**src/rtl/apb_dual_mst_arbiter_if.sv**
```systemverilog
// APB bus bundle between the dual-requester arbiter (master side) and the shared slave.
interface apb_dual_mst_arbiter_if #(
    parameter int unsigned ADDR_WIDTH = 10,
    parameter int unsigned DATA_WIDTH = 32,
    parameter int unsigned STRB_WIDTH = DATA_WIDTH / 8
);
    logic                  PSEL;
    logic                  PENABLE;
    logic                  PWRITE;
    logic [ADDR_WIDTH-1:0] PADDR;
    logic [DATA_WIDTH-1:0] PWDATA;
    logic [STRB_WIDTH-1:0] PSTRB;
    logic                  PREADY;
    logic [DATA_WIDTH-1:0] PRDATA;
    logic                  PSLVERR;

    modport master (
        output PSEL, PENABLE, PWRITE, PADDR, PWDATA, PSTRB,
        input  PREADY, PRDATA, PSLVERR
    );

    modport slave (
        input  PSEL, PENABLE, PWRITE, PADDR, PWDATA, PSTRB,
        output PREADY, PRDATA, PSLVERR
    );
endinterface

```
**src/rtl/apb_dual_mst_arbiter.sv**
```systemverilog
// Round-robin APB master front-end sharing one APB slave between two
// request/acknowledge requesters, with a programmable PREADY timeout.
module apb_dual_mst_arbiter #(
    parameter int unsigned ADDR_WIDTH = 10,
    parameter int unsigned DATA_WIDTH = 32,
    parameter int unsigned STRB_WIDTH = DATA_WIDTH / 8,
    parameter int unsigned TIMEOUT    = 16
) (
    input  logic                       PCLK,
    input  logic                       PRESETn,
    input  logic [1:0]                 req_i,
    input  logic [1:0]                 we_i,
    input  logic [1:0][ADDR_WIDTH-1:0] addr_i,
    input  logic [1:0][DATA_WIDTH-1:0] wdata_i,
    input  logic [1:0][STRB_WIDTH-1:0] strb_i,
    output logic [1:0]                 ack_o,
    output logic [1:0][DATA_WIDTH-1:0] rdata_o,
    output logic [1:0]                 err_o,
    apb_dual_mst_arbiter_if.master     apb
);
    localparam int unsigned TMR_W = 8;

    typedef enum logic [1:0] {
        ST_IDLE   = 2'd0,
        ST_SETUP  = 2'd1,
        ST_ACCESS = 2'd2
    } state_e;

    state_e                     state_q, state_d;
    logic                       ptr_q, ptr_d;
    logic                       gnt_q, gnt_d;
    logic                       psel_q, psel_d;
    logic                       penable_q, penable_d;
    logic                       pwrite_q, pwrite_d;
    logic [ADDR_WIDTH-1:0]      paddr_q, paddr_d;
    logic [DATA_WIDTH-1:0]      pwdata_q, pwdata_d;
    logic [STRB_WIDTH-1:0]      pstrb_q, pstrb_d;
    logic [1:0]                 ack_q, ack_d;
    logic [1:0]                 err_q, err_d;
    logic [1:0][DATA_WIDTH-1:0] rdata_q, rdata_d;
    logic [TMR_W-1:0]           tmr_q, tmr_d;

    logic [1:0]                 elig;
    logic                       sel;
    logic [TMR_W-1:0]           tmr_inc;
    logic                       tmo_hit;

    // Next-state, grant selection and APB/requester output updates
    always_comb begin
        state_d   = state_q;
        ptr_d     = ptr_q;
        gnt_d     = gnt_q;
        psel_d    = psel_q;
        penable_d = penable_q;
        pwrite_d  = pwrite_q;
        paddr_d   = paddr_q;
        pwdata_d  = pwdata_q;
        pstrb_d   = pstrb_q;
        ack_d     = 2'b00;
        err_d     = err_q;
        rdata_d   = rdata_q;
        tmr_d     = tmr_q;
        // A requester's req is still high during its own ack cycle; mask it there.
        elig      = req_i & ~ack_q;
        sel       = 1'b0;
        tmr_inc   = tmr_q + TMR_W'(1);
        tmo_hit   = (TIMEOUT != 32'd0) && (tmr_inc == TMR_W'(TIMEOUT));

        unique case (state_q)
            ST_IDLE: begin
                if (elig != 2'b00) begin
                    if (elig == 2'b11) begin
                        sel   = ptr_q;
                        ptr_d = ~ptr_q;
                    end else begin
                        sel = elig[1];
                    end
                    gnt_d     = sel;
                    pwrite_d  = we_i[sel];
                    paddr_d   = addr_i[sel];
                    pwdata_d  = wdata_i[sel];
                    pstrb_d   = we_i[sel] ? strb_i[sel] : '0;
                    psel_d    = 1'b1;
                    penable_d = 1'b0;
                    tmr_d     = '0;
                    state_d   = ST_SETUP;
                end
            end
            ST_SETUP: begin
                penable_d = 1'b1;
                state_d   = ST_ACCESS;
            end
            ST_ACCESS: begin
                if (apb.PREADY) begin
                    ack_d[gnt_q]   = 1'b1;
                    err_d[gnt_q]   = apb.PSLVERR;
                    rdata_d[gnt_q] = pwrite_q ? '0 : apb.PRDATA;
                    psel_d         = 1'b0;
                    penable_d      = 1'b0;
                    state_d        = ST_IDLE;
                end else begin
                    tmr_d = tmr_inc;
                    if (tmo_hit) begin
                        ack_d[gnt_q]   = 1'b1;
                        err_d[gnt_q]   = 1'b1;
                        rdata_d[gnt_q] = '0;
                        psel_d         = 1'b0;
                        penable_d      = 1'b0;
                        state_d        = ST_IDLE;
                    end
                end
            end
            default: begin
                psel_d    = 1'b0;
                penable_d = 1'b0;
                state_d   = ST_IDLE;
            end
        endcase
    end

    always_ff @(posedge PCLK or negedge PRESETn) begin
        if (!PRESETn) begin
            state_q   <= ST_IDLE;
            ptr_q     <= 1'b0;
            gnt_q     <= 1'b0;
            psel_q    <= 1'b0;
            penable_q <= 1'b0;
            pwrite_q  <= 1'b0;
            paddr_q   <= '0;
            pwdata_q  <= '0;
            pstrb_q   <= '0;
            ack_q     <= 2'b00;
            err_q     <= 2'b00;
            rdata_q   <= '0;
            tmr_q     <= '0;
        end else begin
            state_q   <= state_d;
            ptr_q     <= ptr_d;
            gnt_q     <= gnt_d;
            psel_q    <= psel_d;
            penable_q <= penable_d;
            pwrite_q  <= pwrite_d;
            paddr_q   <= paddr_d;
            pwdata_q  <= pwdata_d;
            pstrb_q   <= pstrb_d;
            ack_q     <= ack_d;
            err_q     <= err_d;
            rdata_q   <= rdata_d;
            tmr_q     <= tmr_d;
        end
    end

    assign apb.PSEL    = psel_q;
    assign apb.PENABLE = penable_q;
    assign apb.PWRITE  = pwrite_q;
    assign apb.PADDR   = paddr_q;
    assign apb.PWDATA  = pwdata_q;
    assign apb.PSTRB   = pstrb_q;

    assign ack_o   = ack_q;
    assign err_o   = err_q;
    assign rdata_o = rdata_q;
endmodule

```
**src/flat_wrapper.sv**
```systemverilog
// flat-port wrapper written by rule: the top's interface ports become plain ports
module apb_dual_mst_arbiter_flat 
#(
    parameter int unsigned ADDR_WIDTH = 10,
    parameter int unsigned DATA_WIDTH = 32,
    parameter int unsigned STRB_WIDTH = DATA_WIDTH / 8,
    parameter int unsigned TIMEOUT    = 16
)
  (PCLK, PRESETn, req_i, we_i, addr_i, wdata_i, strb_i, ack_o, rdata_o, err_o, apb_PSEL, apb_PENABLE, apb_PWRITE, apb_PADDR, apb_PWDATA, apb_PSTRB, apb_PREADY, apb_PRDATA, apb_PSLVERR);
  apb_dual_mst_arbiter_if #(.ADDR_WIDTH(ADDR_WIDTH), .DATA_WIDTH(DATA_WIDTH), .STRB_WIDTH(STRB_WIDTH)) apb_i ();
  input  logic PCLK;
  input  logic PRESETn;
  input  logic [1:0] req_i;
  input  logic [1:0] we_i;
  input  logic [1:0][ADDR_WIDTH-1:0] addr_i;
  input  logic [1:0][DATA_WIDTH-1:0] wdata_i;
  input  logic [1:0][STRB_WIDTH-1:0] strb_i;
  output logic [1:0] ack_o;
  output logic [1:0][DATA_WIDTH-1:0] rdata_o;
  output logic [1:0] err_o;
  output wire logic [$bits(apb_i.PSEL)-1:0] apb_PSEL;
  output wire logic [$bits(apb_i.PENABLE)-1:0] apb_PENABLE;
  output wire logic [$bits(apb_i.PWRITE)-1:0] apb_PWRITE;
  output wire logic [$bits(apb_i.PADDR)-1:0] apb_PADDR;
  output wire logic [$bits(apb_i.PWDATA)-1:0] apb_PWDATA;
  output wire logic [$bits(apb_i.PSTRB)-1:0] apb_PSTRB;
  input wire logic [$bits(apb_i.PREADY)-1:0] apb_PREADY;
  input wire logic [$bits(apb_i.PRDATA)-1:0] apb_PRDATA;
  input wire logic [$bits(apb_i.PSLVERR)-1:0] apb_PSLVERR;
  assign apb_PSEL = apb_i.PSEL;
  assign apb_PENABLE = apb_i.PENABLE;
  assign apb_PWRITE = apb_i.PWRITE;
  assign apb_PADDR = apb_i.PADDR;
  assign apb_PWDATA = apb_i.PWDATA;
  assign apb_PSTRB = apb_i.PSTRB;
  assign apb_i.PREADY = apb_PREADY;
  assign apb_i.PRDATA = apb_PRDATA;
  assign apb_i.PSLVERR = apb_PSLVERR;
  apb_dual_mst_arbiter #(.ADDR_WIDTH(ADDR_WIDTH), .DATA_WIDTH(DATA_WIDTH), .STRB_WIDTH(STRB_WIDTH), .TIMEOUT(TIMEOUT)) u_core (.PCLK(PCLK), .PRESETn(PRESETn), .req_i(req_i), .we_i(we_i), .addr_i(addr_i), .wdata_i(wdata_i), .strb_i(strb_i), .ack_o(ack_o), .rdata_o(rdata_o), .err_o(err_o), .apb(apb_i));
endmodule
```
**config.mk**
```make
export PLATFORM = sky130hd
export DESIGN_NAME = apb_dual_mst_arbiter_flat
export DESIGN_NICKNAME = d
export VERILOG_FILES = /design/src/rtl/apb_dual_mst_arbiter_if.sv /design/src/rtl/apb_dual_mst_arbiter.sv /design/src/flat_wrapper.sv
export SDC_FILE = /design/constraint.sdc
export NUM_CORES = 1
export LEC_CHECK = 0
export ABC_AREA = 1
export CAP_MARGIN = 40
export CORE_MARGIN = 2
export CORE_UTILIZATION = 45
export CTS_CLUSTER_SIZE = 10
export DETAILED_ROUTE_END_ITERATION = 10
export GPL_TIMING_DRIVEN = 0
export PLACE_DENSITY = 0.82
export SYNTH_ARGS = -nofsm -noshare
export SYNTH_HDL_FRONTEND = slang
export SYNTH_SLANG_ARGS = --single-unit
export TNS_END_PERCENT = 1
```
**constraint.sdc**
```tcl
create_clock -name PCLK -period 2 [get_ports PCLK]
set_input_delay 0.3 -clock PCLK [delete_from_list [all_inputs] [get_ports PCLK]]
set_output_delay 0.3 -clock PCLK [all_outputs]
set_load 0.05 [all_outputs]
```
==> results of run 1 <==
[flip-flops by register name (all words and copies together) (netlist names)]
register            flops
u_core.err_o            2
u_core.apb.PWDATA      32
u_core.ack_o            2
u_core.gnt_q            1
u_core.apb.PSEL         1
u_core.state_q          1
u_core.tmr_q            8
u_core.rdata_o         64
u_core.apb.PADDR       10
u_core.apb.PWRITE       1
u_core.ptr_q            1
u_core.apb.PSTRB        4
u_core.apb.PENABLE      1
[layout make-up]
cell class	instances	area share, %
well taps	184	2.28
diodes	1	0.0248
inverters	20	0.745
flip-flops and latches	128	31.8
plain buffers	69	3.86
clock buffers	23	4.94
repair buffers	254	25.4
clock inverters	9	1.99
multi-input cells	625	29.0
[per-layer routing]
layer / vias to the layer above / routed length, um / GRT usage, %
li1: 3404 / - / -
met1: 3394 / 8480 / 36.1
met2: 429 / 11100 / 48.9
met3: 55 / 2350 / 8.81
met4: 0 / 652 / 11.7
met5: - / 0 / 0
[cell usage in the layout (no fill, tap or decap), types with 4 or more instances in the layout]
cell	count
nand2_1	249
inv_1	17
clkbuf_2	5
mux2i_1	4
nand3_1	69
nor2_1	58
clkbuf_8	5
bufinv_16	6
clkbuf_16	17
buf_6	7
buf_2	14
nand4_1	68
buf_1	7
clkdlybuf4s50_1	244
dfrtp_1	126
o21ai_0	162
clkbuf_1	31
buf_4	6
[timing repair]
| item | 4_1_cts | 5_1_grt |
|---|---|---|
| endpoints found under the hold margin | 49 | 0 |
| setup buffers | 0 | 4 |
| endpoints found under the setup margin | 5 | 99 |
| resized for setup | 1 | 21 |
| pin swaps | 0 | 1 |
| hold buffers | 1 | 0 |
[power groups by stage]
stage / logic, mW / clock network (mW) / registers (mW)
after floorplan: 2.62 / 0 / 8.62
after global placement: 10.2 / 0 / 4.74
after detailed placement: 10.4 / 0 / 4.75
after CTS: 10.4 / 3.69 / 4.75
after global routing: 11.1 / 3.81 / 4.91
final: 10.5 / 3.66 / 4.77
[worst min-delay path by stage]
stage,startpoint,to,slack (ps),cells after the start
after global routing,PRESETn,u_core.apb.PSTRB[0],430,2
final,PRESETn,u_core.apb.PSTRB[0],400,2
after CTS,PRESETn,u_core.apb.PSTRB[0],390,2
after detailed placement,PRESETn,u_core.apb.PSTRB[0],280,1
after global placement,u_core.apb.PSEL,u_core.apb.PSEL,460,2
after floorplan,PRESETn,u_core.ack_o[0],4,0
[logic make-up after synthesis]
logic type | count (synthesis) | synth area share [%]
AO/OA/AOI/OAI | 167 | 12.8
XOR/XNOR | 1 | 0.133
adder cells (fa/ha/maj) | 2 | 0.381
buffers and inverters | 89 | 6.94
flip-flops | 128 | 48.8
multiplexers | 4 | 0.610
AND/OR/NAND/NOR | 451 | 30.4
[metrics by stage]
step                hold slack [ps]  total power [mW]  utilization, %  setup TNS, ps  setup slack (ps)
floorplan                      4.41              11.2               -              0               229
global placement                457              15.0            64.6        -603340             -4620
detailed placement              278              15.1            64.8         -13890              -421
CTS                             394              18.8            69.7              0              12.9
global route                    435              19.8            70.2          -2680             -78.8
finish                          403              18.9            70.2              0              25.4
==> results.yml, run 1 <==
sta:
  finalHoldViolations: 0
  post-route-period-util_pct: 98.7
  maxSlewViolCount: 0
  tightest_slew_ps: 594
  skew_ps: 8.35
  maxSlewHeadroom_pct: 60.3
  post-route-min-period_ps: 1970
  fmax_ghz: 0.506
  rsz0062_at_grt: "true"
  setup_viol: 0
power_and_ir_drop:
  seq_power_share_pct: 25.3
  combPwrFrac_pct: 55.4
  power_density_nw_per_um2: 1870
  ir_drop_v: 0.00149
  p_switching_mw: 9.37
  p_leak_nw: 4.53
  internal_power_mw: 9.52
  p_sw_share_pct: 49.6
  p_clk_share_pct: 19.4
synthesis:
  synthArstFlopShare_pct: 100
  synth_top_area_share_pct: 48.8
  synthTopCellsByArea: "dfrtp_1 49%, nand2_1 14%, o21ai_0 12%, nand4_1 6.5%, nand3_1 5.3%"
  ys.flop_type: "dfrtp_1"
  syn_nets: 976
  yosys_warnings: 0
  synth_area_um2: 6570
  yosysSeqAreaShare_pct: 48.8
  ys_seq_elements: 128
  synthDistinctLibCells: 26
  synth_area_leader_cell: "dfrtp_1"
  synth_edf_count: 0
  syn_inst: 842
  synth.most_common_cell: "nand2_1"
  synth_commonest_cells: "250 x nand2_1, 163 x o21ai_0, 128 x dfrtp_1, 69 x nand3_1, 68 x nand4_1"
  syn_area_per_cell_um2: 7.80
floorplan:
  core-area_um2: 14400
  dieArea_um2: 15600
  die_x_um: 125
  ios: 249
  rows: 44
  start_util_pct: 45.7
  die_h_um: 125
worst_setup_path:
  ff2ff_path_depth: 12
  path_class: "flop to primary output"
  cpMaxStageDelayCell: "clkdlybuf4s50_1"
  crit_chain: "clkdlybuf4s50_1"
  r2r-start: "u_core.tmr_q[0]"
  path_delay_family: "buffers and inverters"
  crit_end: "rdata_o[44]"
  endpoint_kind: "primary output"
  crit_required_ps: 1700
  crit_cells: 1
  slowest_delay_ps: 830
  worst_ep_arrival_time_ps: 1670
  worst_r2r_endpoint: "u_core.rdata_o[44]"
  crit_path_start_kind: "flop"
  critPathLaunch: "u_core.rdata_o[44]"
  cp_max_fo: 3
  r2r_slack_ps: 70
  critical_path_buf_inv_count: 1
cells_and_area:
  multi_input_area_um2: 2920
  fill_cells: 1127
  final_cells: 1313
  syn_to_final_growth_pct: 53.5
  layout-drive-gt1-share_pct: 7.27
  num-nets-final: 1249
  regArea_um2: 3210
  stdcell_area_um2: 10100
routing:
  viasPerCell: 5.55
  drc: 0
  wirelength_mm: 22.6
  firstDrtPassIters: 5
  drt_iter0_drc: 701
  final_antenna_net_count: 0
  wl_per_cell_um: 17.2
  via_count: 7282
hold_path:
  hp-class: "input pin to asynchronous set/reset pin"
place:
  io_buffer_count: 248
  gp_congestion: 0.881
  placed_area_um2: 9310
  dp_cells: 1275
  dp_hpwl_mm: 16.2
global_route:
  grt_antenna_before_repair: 1
  overflow: 0
  grt_max_degree: 80
  first_global_vias: 7210
  grt_pass1_wl_mm: 36.8
  grt_use_total_pct: 29.5
clock_network:
  cts_tree: "done"
  clockRootBuffer: "clkbuf_16"
  clk-insertion-delay-late_ps: 430
  cts_buffer_depth: 2
  clkSlewWorstSetupHoldPaths_ps: 60
  htree_num_levels: 4
  clock-sinks: 128
  numCtsBuffers: 17
outcome:
  status: "finished clean"
job:
  cap_violations: 0
Power figures use the tool's default switching activity.
==> run 2, diff against run 1 <==
--- a/config.mk
+++ b/config.mk
@@ -7,7 +7,7 @@
 export LEC_CHECK = 0
 export ABC_AREA = 1
 export CAP_MARGIN = 40
-export CORE_MARGIN = 2
+export CORE_MARGIN = 4
 export CORE_UTILIZATION = 45
 export CTS_CLUSTER_SIZE = 10
 export DETAILED_ROUTE_END_ITERATION = 10
==> run 2 against run 1 <==
Effect of this change: sequential cell count stayed put; sequential share of layout area is 0.59 points higher; clock power is 22% lower; die area is 6.5% higher; total power is 4.3% lower; worst hold slack worse by 39 ps; via count is 0.22% lower; utilization is 0.062 points higher.
==> results.yml, run 2 (same netlist as run 1, synthesis figures left out) <==
sta:
  setup_viol: 0
  setup_tns_ps: 0
  fmax_ghz: 0.510
  skew_ps: 6.30
  whs_ps: 364
  post-route-period-util_pct: 98.0
  finalHoldViolations: 0
  maxSlewViolCount: 0
  post-route-min-period_ps: 1960
  rsz0062_at_grt: "true"
  maxSlewHeadroom_pct: 60.5
  tightest_slew_ps: 590
worst_setup_path:
  r2r-start: "u_core.tmr_q[0]"
  cpMaxStageDelayCell: "clkdlybuf4s50_1"
  crit_chain: "clkdlybuf4s50_1"
  r2r_slack_ps: 90
  worst_r2r_endpoint: "u_core.rdata_o[9]"
  path_delay_family: "buffers and inverters"
  path_class: "flop to primary output"
  endpoint_kind: "primary output"
  cp_max_fo: 3
  crit_required_ps: 1700
  critical_path_buf_inv_count: 1
  slowest_delay_ps: 870
  crit_path_start_kind: "flop"
  worst_ep_arrival_time_ps: 1660
  ff2ff_path_depth: 12
routing:
  drc: 0
  viasPerCell: 5.58
  drt_iter0_drc: 756
  wirelength_mm: 22.9
  wl_per_cell_um: 17.6
  via_count: 7266
  final_antenna_net_count: 0
  firstDrtPassIters: 5
global_route:
  first_global_vias: 7002
  gr-usage-met3_pct: 9.01
  grt_antenna_before_repair: 1
  grt_use_total_pct: 27.2
  overflow: 0
  grt_most_used_layer: "met2"
  use_met1_pct: 32.8
  use_met2_pct: 44.6
  grt_max_degree: 89
  grt_pass1_wl_mm: 35.5
floorplan:
  ios: 249
  dieArea_um2: 16600
  start_util_pct: 46.6
  rows: 43
  die_h_um: 129
  die_x_um: 129
  core-area_um2: 14100
job:
  cap_violations: 0
place:
  dp_hpwl_mm: 16.7
  io_buffer_count: 248
  gp_congestion: 0.913
  placed_area_um2: 9300
cells_and_area:
  num-nets-final: 1246
  largest_register_ffs: 64
  postLayoutCoreUtil_pct: 70.2
  final_common_cell: "nand2_1"
  final_cell_mix: "249 x nand2_1, 240 x clkdlybuf4s50_1, 162 x o21ai_0"
  stdcell_area_um2: 9900
  layout-drive-gt1-share_pct: 6.50
  syn_to_final_growth_pct: 50.8
  diodes: 0
clock_network:
  clk-insertion-delay-late_ps: 420
  clockRootBuffer: "clkbuf_16"
  cts_buffer_depth: 2
  clkSlewWorstSetupHoldPaths_ps: 60
  htree_num_levels: 4
  cts_tree: "done"
  clock-sinks: 128
  numCtsBuffers: 17
hold_path:
  hp-class: "input pin to asynchronous set/reset pin"
power_and_ir_drop:
  ir_drop_v: 0.00102
  power_density_nw_per_um2: 1830
  p_leak_nw: 4.47
  total_power_mw: 18.1
outcome:
  status: "finished clean"
==> run 2: worst max-delay path by stage <==
stage | start | endpoint | cells past startpoint
final | u_core.rdata_o[14] | rdata_o[14] | 1
after detailed placement | req_i[1] | u_core.apb.PSTRB[0] | 7
after floorplan | u_core.apb.PENABLE | u_core.err_o[0] | 6
after CTS | u_core.apb.PENABLE | apb_PENABLE | 1
after global routing | u_core.tmr_q[0] | u_core.rdata_o[11] | 13
after global placement | PRESETn | u_core.apb.PWDATA[7] | 1
==> run 2: per-layer routing <==
metal	up-vias	part of all wire, %	wire length [um]
li1	3404	-	-
met1	3385	37	8510
met2	412	49	11200
met3	63	10	2390
met4	2	3.5	789
met5	-	0.057	13
==> run 2: repair_timing <==
item                                    in CTS  in global routing
gates resized for setup                      4                 21
endpoints found under the hold margin       40                  0
buffers inserted                             0                  1
hold buffers                                 1                  0
pin swaps                                    0                  2
endpoints found under the setup margin       4                107
==> run 2: per-stage QoR <==
stage / setup slack [ps] / instances
finish: 39.4 / 1303
global route: -57.1 / 1303
CTS: 6.12 / 1302
detailed placement: -360 / 1271
global placement: -4490 / 1270
floorplan: 229 / 842
==> run 2: final cells by class <==
class | count | area, um2
Fill cell | 1112 | 4200
Timing Repair Buffer | 251 | 2540
Inverter | 20 | 75.1
Multi-Input combinational cell | 625 | 2940
Buffer | 69 | 387
Sequential cell | 128 | 3210
Clock inverter | 7 | 62.6
Clock buffer | 23 | 468
Tap cell | 180 | 225
==> run 2: where the power goes <==
group | internal, mW | leakage (nW) | switching, mW
sequential | 3.81 | 1.67 | 0.965
clock | 1.75 | 0.262 | 1.11
combinational | 3.18 | 2.54 | 7.26
